<file path="config.mk">
export PLATFORM = sky130hd
export DESIGN_NAME = com_cdc_toggle_evt_rx
export DESIGN_NICKNAME = d
export VERILOG_FILES = /design/src/rtl/com_cdc_toggle_evt_rx.sv
export SDC_FILE = /design/constraint.sdc
export NUM_CORES = 1
export LEC_CHECK = 0
export ABC_AREA = 1
export CORE_AREA = 2 2 69 97
export DETAILED_ROUTE_END_ITERATION = 10
export DIE_AREA = 0 0 71 99
export PLACE_DENSITY_LB_ADDON = 0.25
export SYNTH_ARGS = -nofsm -noshare
export SYNTH_HDL_FRONTEND = slang
export SYNTH_SLANG_ARGS = --single-unit
</file>
<file path="constraint.sdc">
create_clock -name clk -period 2.4 [get_ports clk]
set_clock_uncertainty 0.2 [all_clocks]
set_input_delay 0.48 -clock clk [delete_from_list [all_inputs] [get_ports clk]]
set_output_delay 0.48 -clock clk [all_outputs]
set_load 0.03 [all_outputs]
</file>
<file path="src/rtl/com_cdc_toggle_evt_rx.sv">
// Purpose: multi-channel toggle-event receiver. Synchronises async toggle lines into clk,
//          turns each level change into a one-cycle pulse and per-channel pending count.
//          Pending events are offered as a round-robin arbitrated valid/ready stream.
// Latency: toggle capture edge 0 -> opulse/pending at edge SYNC_STAGES -> oevt_vld at edge SYNC_STAGES+1.
// Backpressure: oevt_vld/oevt_ch held until ievt_rdy; events queue in saturating counters (oovf on loss).
// Ports: clk, rst_n (async active-low); itoggle[CH_N] async toggles; opulse[CH_N] event pulses;
//        oevt_vld/oevt_ch/ievt_rdy event stream; opend packed pending counts; oovf/iovf_clr sticky overflow.
module com_cdc_toggle_evt_rx #(
    parameter int  CH_N        = 4,
    parameter int  SYNC_STAGES = 2,
    parameter int  CNT_W       = 4,
    localparam int CH_IDX_W    = (CH_N > 1) ? $clog2(CH_N) : 1
) (
    input  logic                  clk,
    input  logic                  rst_n,
    input  logic [CH_N-1:0]       itoggle,
    output logic [CH_N-1:0]       opulse,
    output logic                  oevt_vld,
    output logic [CH_IDX_W-1:0]   oevt_ch,
    input  logic                  ievt_rdy,
    output logic [CH_N*CNT_W-1:0] opend,
    output logic [CH_N-1:0]       oovf,
    input  logic [CH_N-1:0]       iovf_clr
);

    typedef enum logic {IDLE, OFFER} state_t;

    logic [SYNC_STAGES-1:0] sync_q [CH_N];
    logic [CH_N-1:0]        hist_q;
    logic [CH_N-1:0]        det;
    logic [CNT_W-1:0]       cnt_q [CH_N];
    logic [CH_N-1:0]        dec;
    logic [CH_N-1:0]        sat_hit;
    logic [CH_N-1:0]        pend_nz;
    logic                   accept;
    state_t                 state;
    logic [CH_IDX_W-1:0]    rr_q;
    logic                   sel_vld;
    logic [CH_IDX_W-1:0]    sel_ch;
    int                     best_off;
    int                     off;

    assign accept = oevt_vld & ievt_rdy;

    // Edge detect on the synchronised level; inc/dec in the same cycle cancel out.
    always_comb begin
        det     = '0;
        dec     = '0;
        sat_hit = '0;
        pend_nz = '0;
        for (int c = 0; c < CH_N; c++) begin
            det[c]     = sync_q[c][SYNC_STAGES-1] ^ hist_q[c];
            dec[c]     = accept && (oevt_ch == CH_IDX_W'(c));
            sat_hit[c] = det[c] && !dec[c] && (cnt_q[c] == '1);
            pend_nz[c] = (cnt_q[c] != '0);
        end
    end

    always_ff @(posedge clk or negedge rst_n) begin
        if (!rst_n) begin
            for (int c = 0; c < CH_N; c++) begin
                sync_q[c] <= '0;
                cnt_q[c]  <= '0;
            end
            hist_q <= '0;
            opulse <= '0;
            oovf   <= '0;
        end else begin
            for (int c = 0; c < CH_N; c++) begin
                sync_q[c] <= {sync_q[c][SYNC_STAGES-2:0], itoggle[c]};
                hist_q[c] <= sync_q[c][SYNC_STAGES-1];
                opulse[c] <= det[c];
                if (det[c] && !dec[c] && !sat_hit[c])
                    cnt_q[c] <= cnt_q[c] + CNT_W'(1);
                else if (dec[c] && !det[c])
                    cnt_q[c] <= cnt_q[c] - CNT_W'(1);
                // A lost event in the same cycle as a clear keeps the flag set.
                if (sat_hit[c])
                    oovf[c] <= 1'b1;
                else if (iovf_clr[c])
                    oovf[c] <= 1'b0;
            end
        end
    end

    // Round-robin pick: smallest wrapped distance from the pointer among non-zero counters.
    always_comb begin
        sel_vld  = 1'b0;
        sel_ch   = '0;
        best_off = CH_N;
        off      = 0;
        for (int c = 0; c < CH_N; c++) begin
            off = c - int'(rr_q);
            if (off < 0)
                off = off + CH_N;
            if (pend_nz[c] && (off < best_off)) begin
                best_off = off;
                sel_vld  = 1'b1;
                sel_ch   = CH_IDX_W'(c);
            end
        end
    end

    always_ff @(posedge clk or negedge rst_n) begin
        if (!rst_n) begin
            state    <= IDLE;
            oevt_vld <= 1'b0;
            oevt_ch  <= '0;
            rr_q     <= '0;
        end else begin
            case (state)
                IDLE: begin
                    if (sel_vld) begin
                        oevt_ch  <= sel_ch;
                        oevt_vld <= 1'b1;
                        state    <= OFFER;
                    end
                end
                OFFER: begin
                    if (ievt_rdy) begin
                        oevt_vld <= 1'b0;
                        rr_q     <= (oevt_ch == CH_IDX_W'(CH_N-1)) ? '0 : oevt_ch + CH_IDX_W'(1);
                        state    <= IDLE;
                    end
                end
                default: state <= IDLE;
            endcase
        end
    end

    for (genvar g = 0; g < CH_N; g++) begin : g_pend
        assign opend[g*CNT_W +: CNT_W] = cnt_q[g];
    end

endmodule

</file>
; After elaboration in Yosys (flattened, before gate mapping)
; Index checks and enable logic that the tools add are counted.
[op_classes]
n_addsub = 17
magnitude_cmp = 8
n_eq_ne = 9
muxes = 37
bitwise_logic = 6
reduce_logical = 52
[op_table]
columns = cell, count
row1 = $mux W32, 7
row2 = $lt A32 B32 Y1, 3
row3 = $lt A32 B4 Y1 const B, 1
row4 = $mux W4, 8
row5 = $logic_and A1 B1 Y1, 24
row6 = $add A3 B4 Y5 const B, 4
row7 = $mux W1, 17
row8 = $add A4 B1 Y4 const B, 4
row9 = $eq A4 B4 Y1 const B, 4
row10 = $reduce_bool A2 Y1, 8
row11 = $reduce_bool A4 Y1, 4
row12 = $sub A4 B1 Y4 const B, 4
row13 = $logic_not A1 Y1, 12
row14 = $lt A3 B1 Y1 const B, 4
row15 = $mux W2, 3
row16 = $reduce_and A2 Y1, 3
row17 = $sub A1 B2 Y3 const A, 2
row18 = $sub A2 B2 Y3 const A, 2
row19 = $eq A2 B2 Y1 const B, 2
row20 = $ne A2 B2 Y1 const B, 2
row21 = $pmux W1 S2, 2
row22 = $xor A1 B1 Y1, 4
row23 = $add A2 B1 Y2 const B, 1
row24 = $eq A2 B1 Y1 const B, 1
row25 = 3 further kinds, 3
[word_totals]
regBits = 42
inputBits = 11
out_inout_bits = 27
elab_cells = 147

; Logic depth before layout (Yosys ltp)
; Gate-level depths: netlist (run 1).
[logic_depth]
depth_word = 17
mapped_depth = 19
ltp_nobuf = 19

; Worst setup path before layout (run 1)
; OpenSTA, ideal clock, no wires.
[synth_path]
path_kind = register to register
from = reg cnt_q, in the netlist opend[1]
to = reg oevt_ch[0]
setup_time_ns = 0.123
t_arrival_ns = 2.358
required_ns = 2.077
setup_slack_ns = -0.282
path_stages_with_launch = 19
n_path_buf = 0
synth_period_minus_slack_ns = 2.682
path_cell_list = dfrtp_1 > nor2_2 > nand2_2 > o21ai_0 > nand2_1 > o21ai_0 > ha_1 > inv_1 > nor2_1 > nand2_1 > nand3_2 > nand2_1 > o21ai_0 > ha_1 > inv_1 > nor2_1 > nand2_1 > nand3_2 > a21oi_1
[synth_between]
elab_chain_cells = 13
word_cells_on_any_way = 19
classes_between = order compare (3) / mux (10) / reduce/logical (6)
[synth_lines]
columns = item, line_no
row1 = from (decl), 31  ; logic [CNT_W-1:0] cnt_q [CH_N];
row2 = "from (signal, indexed assignment)", 74  ; cnt_q[c] <= cnt_q[c] + CNT_W'(1);
row3 = "from (signal, indexed assignment)", 76  ; cnt_q[c] <= cnt_q[c] - CNT_W'(1);
row4 = $reduce_bool A4 Y1 (*), 55  ; pend_nz[c] = (cnt_q[c] != '0);
row5 = $logic_and A1 B1 Y1 (*), 96  ; if (pend_nz[c] && (off < best_off)) begin
row6 = $mux W32, 96
row7 = $lt A32 B32 Y1, 96
row8 = $logic_and A1 B1 Y1, 96
row9 = $mux W32, 96
row10 = $lt A32 B32 Y1, 96
row11 = $logic_and A1 B1 Y1, 96
row12 = $mux W32, 96
row13 = $lt A32 B32 Y1, 96
row14 = $logic_and A1 B1 Y1, 96
row15 = $mux W1, 96
row16 = $reduce_and A2 Y1 (no source line), --
row17 = to (signal assigned), 114  ; oevt_ch <= sel_ch;
row18 = to (decl), 19  ; output logic [CH_IDX_W-1:0] oevt_ch,
; Mark *: on every way between the ends. The rest lies on a longest branch, timed or not.
; A chain may end at the register's enable or synchronous reset.

; Worst setup path in the final report (run 1)
[layout_path]
from = reg cnt_q, in the netlist opend[2]
to = reg oevt_ch[0]
; The elaborated chain is that of the path after synthesis.

==> results.json, run 1 <==
{
  "final_area_sq_mm": 0.00310,
  "ant_nets": 0,
  "cp_slowest_cell": "dfrtp_2",
  "synth_area_leaders": "dfrtp_1 (50%), ha_1 (8.3%), inv_1 (5.2%), xnor2_1 (4.6%), nand2_1 (4.1%)",
  "ios": 38,
  "drt_wl_total_mm": 4.63,
  "pre_cts_ws_ps": -477,
  "clk_pin_slew_ps": 90,
  "cts_root_buffer": "clkbuf_8",
  "yosys.area_share.simple_pct": 14.2,
  "synth_top_cell_by_area": "dfrtp_1",
  "track_usage_pct": 14.1,
  "timing.hold.ws_ps": 153,
  "grt_max_degree": 22,
  "die_area_sq_mm": 0.00703,
  "syn-num-nets": 237,
  "fill_cells": 577,
  "via_per_inst": 4.64,
  "clock_sinks": 42,
  "max_freq_mhz": 390,
  "rows": 34,
  "peakVddDrop_mv": 1.09,
  "numPortBuffers": 37,
  "htreeDepth": 2,
  "relSlewSlack_pct": 65.4,
  "timing.final.ws_setup_ps": -167,
  "min_period_over_period_pct": 107,
  "cp_max_fo": 3,
  "syn_area_sq_mm": 0.00211,
  "start_util_pct": 34.2,
  "cts_tree": "yes",
  "max_stage_delay_ps": 430,
  "ff2ff_path_depth": 19,
  "place_congestion": 0.779,
  "synthAdderAreaFrac_pct": 12.1,
  "ys_warn_count": 0,
  "setup_viol": 2,
  "routedWlPerCell_microns": 12.5,
  "yosys-mux-area-fraction_pct": 2.14,
  "min_path_type": "flip-flop to flip-flop",
  "worstPathCellList": "nor2_4 -> nand2_2 -> o21ai_2 -> nand2_2 -> o21ai_2 -> o21ai_4 -> ha_4 -> inv_2 -> nor2_2 -> nand2_1 -> nand3_2 -> nand2_2 -> o21ai_2 -> ha_1 -> inv_1 -> nor2_1 -> nand2_1 -> nand3_2 -> a21oi_2",
  "power_density_mw_per_mm2": 1520,
  "numCtsBuffers": 5,
  "drt_iter0_drc": 36,
  "syn_avg_cell_area_sq_um": 10.1,
  "die_h_microns": 99,
  "dr.pass1.iters": 2,
  "diodes": 0,
  "area_delta_synth_final_pct": 47.1,
  "clock_latency_ps": 300,
  "synth_top_family_by_area": "simple AND/OR/NAND/NOR gates",
  "start_kind": "flip-flop",
  "dp.final_hpwl_mm": 3.42,
  "drv_cap": 0,
  "yosys.cell_types.count": 26,
  "grt_pass1_vias": 1810,
  "synth_seq_cells": 42,
  "tightestPinTransition_ps": 519,
  "cp-end-kind": "flip-flop",
  "yosysSeqAreaShare_pct": 49.8,
  "final_util_pct": 50.3,
  "required_ps": 2430,
  "crit_arrival_ps": 2590,
  "status": "complete, but fails checks",
  "p_leak_nw": 1.46,
  "synth-compound-area-share_pct": 9.13,
  "clockBufferDepth": 2,
  "layout-drive-gt1-share_pct": 33.3,
  "placed_cell_area_sq_mm": 0.00285,
  "hold_depth": 0,
  "nets": 325,
  "yosysTopAreaCellShare_pct": 49.8,
  "via_count": 1714,
  "maxSlewViolCount": 0,
  "crit_type": "flip-flop to flip-flop",
  "finalHoldViolations": 0,
  "coreArea_sq_mm": 0.00617,
  "die_x_microns": 71,
  "synthXorXnorAreaFrac_pct": 7.06,
  "antenna_found_initial": 0,
  "syn_inst": 208,
  "drc": 0,
  "grt_overflow": 0,
  "violations": "negative setup slack",
  "period_minus_slack_ps": 2570,
  "rsz0062_at_grt": "true",
  "grt_first_pass_wirelength_mm": 7.85
}
[path summary, 6_finish.rpt]
check / startpoint / slack [ps] / to
worst min-delay path: sync_q[4] / 150 / sync_q[5]
worst min register to register: sync_q[4] / 150 / sync_q[5]
worst max register to register: opend[2] / -170 / oevt_ch[0]
worst max-delay path: opend[2] / -170 / oevt_ch[0]
max in group asynchronous: rst_n / 930 / opend[1]
min in group asynchronous: rst_n / 490 / sync_q[0]
[worst max-delay path: cells and delay by family, from the launching register on]
kind | cells | cell delay (ps)
flops | 1 | 430
buf+inv | 2 | 100
fa+ha+maj | 2 | 500
simple gates | 10 | 800
compound gates | 5 | 470
[power breakdown]
group / leakage [nW] / switching (mW) / total (mW) / internal [mW]
Clock: 0.0483 / 0.262 / 0.467 / 0.205
Combinational: 0.918 / 1.61 / 3.10 / 1.49
Sequential: 0.491 / 0.219 / 1.17 / 0.950
[cells by family after synthesis]
kind of cell	count (synthesis)
simple gates	62
flops	42
compound gates	34
buf+inv	31
fa+ha+maj	18
xor+xnor	17
mux	4
[per-layer routing]
metal / wire length [microns] / share of wire [%] / GRT usage [%]
met5: 0 / 0 / 0
met4: 104 / 2.2 / 5.22
met3: 170 / 3.7 / 3.78
met1: 1940 / 42 / 16.7
met2: 2420 / 52 / 24.2
[synth_stat cells]
master	number
dfrtp_1	42
inv_1	29
nand2_1	23
a21oi_1	14
ha_1	14
nor2_1	12
xnor2_1	11
nand3_1	10
o21ai_0	9
xor2_1	6
fa_1	4
mux2_2	4
nand2_2	4
nand4_1	4
o22ai_1	4
a21o_1	3
or2_0	3
inv_2	2
nand3_2	2
nor2_2	2
a21o_2	1
a31oi_1	1
nor2_4	1
nor4_1	1
o21a_1	1
o31ai_1	1
[cell type report]
| class | count | area, sq um | area share (%) |
|---|---|---|---|
| Clock buffer | 5 | 68.8 | 2.22 |
| Clock inverter | 3 | 18.8 | 0.605 |
| Inverter | 31 | 119 | 3.83 |
| Multi-Input combinational cell | 135 | 1050 | 33.8 |
| Sequential cell | 42 | 1060 | 34.1 |
| Tap cell | 72 | 90.1 | 2.90 |
| Timing Repair Buffer | 81 | 701 | 22.6 |
[layout by cell type (no fill, tap or decap), types with 5 or more instances in the layout]
master           count
dfrtp_1             37
dfrtp_2              5
clkbuf_8             5
o21ai_0              5
xnor2_1             11
nand3_1             10
a21oi_2              8
a21oi_1              5
xor2_1               6
nor2_1              11
nand2_1             17
inv_1               27
nand2_2             10
ha_1                10
buf_4               43
clkdlybuf4s50_1     35
[stage by stage]
step	instances	TNS, ps	total power [mW]
3_5_place_dp	354	-4120	3.94
6_report	369	-300	4.73
4_1_cts	363	-338	4.46
2_1_floorplan	208	-320	2.82
5_1_grt	369	-718	5.16
3_3_place_gp	354	-3450	3.88
[registers in the layout, summed over array words and instances (netlist names)]
| name | cells |
|---|---|
| opend | 16 |
| sync_q | 8 |
| hist_q | 4 |
| oovf | 4 |
| opulse | 4 |
| oevt_ch | 2 |
| rr_q | 2 |
| oevt_vld | 1 |
| state | 1 |
[repair_timing]
item / in CTS / in global routing
hold buffers: 1 / 0
gates resized for setup: 7 / 24
buffers inserted: 0 / 6
endpoints found under the setup margin: 7 / 6
pin swaps: 3 / 21
endpoints found under the hold margin: 19 / 0
Power figures use the tool's default switching activity.
==> run 2, diff against run 1 <==
--- a/config.mk
+++ b/config.mk
@@ -10,6 +10,7 @@
 export DETAILED_ROUTE_END_ITERATION = 10
 export DIE_AREA = 0 0 71 99
 export PLACE_DENSITY_LB_ADDON = 0.25
+export RECOVER_POWER = 50
 export SYNTH_ARGS = -nofsm -noshare
 export SYNTH_HDL_FRONTEND = slang
 export SYNTH_SLANG_ARGS = --single-unit
==> run 2 against run 1 <==
  * The run still ends with negative setup slack left
  * Design area is 1.0% lower
  * Die area stayed put
  * Worst hold slack hardly changed
  * Worst setup slack worse by 0.72 ps
  * Routed wire length is 0.22% higher
  * Combinational power is 1% lower
  * Sequential share of layout area is 0.35 points higher
  * Clock power hardly changed
  * Via count hardly changed
==> results.json, run 2 (synthesized netlist as in run 1, its figures left out) <==
{
  "status": "complete, but fails checks",
  "violations": "negative setup slack",
  "rows": 34,
  "crit_arrival_ps": 2590,
  "pwr-share-comb_pct": 65.2,
  "timing.hold.ws_ps": 153,
  "clockBufferDepth": 2,
  "max_freq_mhz": 389,
  "tightestPinTransition_ps": 1240,
  "numPortBuffers": 37,
  "final_cell_mix": "buf_4 (40), dfrtp_1 (37), clkdlybuf4s50_1 (31)",
  "dp.final_hpwl_mm": 3.42,
  "seqPwrFrac_pct": 24.9,
  "fill_cells": 584,
  "layout-drive-gt1-share_pct": 31.3,
  "grt_max_degree": 22,
  "ant_nets": 0,
  "drv_cap": 0,
  "clk_pin_slew_ps": 90,
  "drc": 0,
  "required_ps": 2430,
  "track_usage_pct": 14.1,
  "start_util_pct": 34.2,
  "die_area_sq_mm": 0.00703,
  "min_period_over_period_pct": 107,
  "power_density_mw_per_mm2": 1530,
  "crit_type": "flip-flop to flip-flop",
  "period_minus_slack_ps": 2570,
  "p_leak_nw": 1.45,
  "maxSlewViolCount": 0,
  "via_count": 1715,
  "wl_met2_mm": 2.42,
  "swShare_pct": 44.0,
  "ios": 38,
  "coreArea_sq_mm": 0.00617,
  "peakVddDrop_mv": 1.09,
  "drt_wl_total_mm": 4.64,
  "wl_met1_mm": 1.95,
  "layout_commonest_cell": "buf_4",
  "grt_overflow": 0,
  "clock_sinks": 42,
  "start_kind": "flip-flop",
  "cp-end-kind": "flip-flop",
  "grt_pass1_vias": 1810,
  "grt_first_pass_wirelength_mm": 7.85,
  "htreeDepth": 2,
  "p_sw_mw": 2.07,
  "numCtsBuffers": 5,
  "timing.final.ws_setup_ps": -168,
  "routedWlPerCell_microns": 12.6,
  "die_h_microns": 99,
  "dr.pass1.iters": 2,
  "dp_cells": 354,
  "layout.cells.non_filler": 369,
  "rsz0062_at_grt": "true",
  "finalHoldViolations": 0,
  "highest_layer": "met4",
  "pre_cts_ws_ps": -477,
  "nets": 325,
  "cp_max_fo": 3,
  "area.sequential_sq_mm": 0.00106,
  "place_congestion": 0.779,
  "relSlewSlack_pct": 17.6,
  "antenna_found_initial": 0,
  "cts_tree": "yes",
  "setup_viol": 3,
  "via_per_inst": 4.65,
  "die_x_microns": 71,
  "intPower_mw": 2.63,
  "clkPwrFrac_pct": 10.0,
  "met3WireLength_microns": 165,
  "clock_latency_ps": 300,
  "area_delta_synth_final_pct": 45.6,
  "diodes": 0,
  "totalPowerFinal_mw": 4.70,
  "multiInputGateArea_sq_mm": 0.00102,
  "largest_reg_flops": 16,
  "drt_iter0_drc": 48,
  "cts_root_buffer": "clkbuf_8",
  "min_path_type": "flip-flop to flip-flop"
}
[run 2: power groups by stage]
| stage | logic [mW] | registers [mW] | clock network [mW] |
|---|---|---|---|
| 2_1_floorplan | 1.23 | 1.59 | 0 |
| 3_3_place_gp | 2.71 | 1.17 | 0 |
| 3_5_place_dp | 2.77 | 1.17 | 0 |
| 4_1_cts | 2.81 | 1.17 | 0.479 |
| 5_1_grt | 3.41 | 1.21 | 0.512 |
| 6_report | 3.06 | 1.17 | 0.468 |
[run 2: repair_timing]
| item | in CTS | in global routing |
|---|---|---|
| pin swaps | 3 | 21 |
| endpoints found under the hold margin | 19 | 0 |
| endpoints found under the setup margin | 7 | 6 |
| setup buffers | 0 | 6 |
| hold buffers | 1 | 0 |
| resized for setup | 7 | 24 |
[run 2: cell type report]
type,count,area share [%]
clock buffer,5,2.24
clock inverter,3,0.611
inverter,31,3.87
multi-input combinational,135,33.3
sequential,42,34.4
tap,72,2.93
timing repair buffer,81,22.6
[run 2: worst paths after layout]
path / startpoint / endpoint / slack, ps / cells after the start
max in group asynchronous: rst_n / opend[0] / 290 / 3
max reg2reg: opend[2] / oevt_ch[0] / -170 / 19
max: opend[2] / oevt_ch[0] / -170 / 19
min reg2reg: sync_q[4] / sync_q[5] / 150 / 0
min: sync_q[4] / sync_q[5] / 150 / 0
min in group asynchronous: rst_n / sync_q[0] / 770 / 2
[run 2: critical path, stage by stage (launching register included)]
cell and delay [ps]:
dfrtp_2 430, nor2_4 130, nand2_2 80, o21ai_2 80, nand2_2 100, o21ai_2 90, o21ai_4 90, ha_4 240
inv_2 50, nor2_2 30, nand2_1 70, nand3_2 100, nand2_2 90, o21ai_2 50, ha_1 260, inv_1 50
nor2_1 40, nand2_1 70, nand3_2 90, a21oi_2 160
[run 2: stage by stage]
step                      utilization [%]  TNS, ps  cell area [sq um]
after floorplan                         -     -320               2120
after global placement               46.2    -3450               2850
after detailed placement             46.2    -4120               2850
after global routing                 49.8    -1070               3070
after CTS                            48.2     -338               2970
final                                49.8     -307               3070
[run 2: routing by layer]
layer,vias up,global-route usage [%]
li1,853,-
met5,-,0
met2,31,24.2
met1,822,16.7
met4,0,5.22
met3,9,3.78
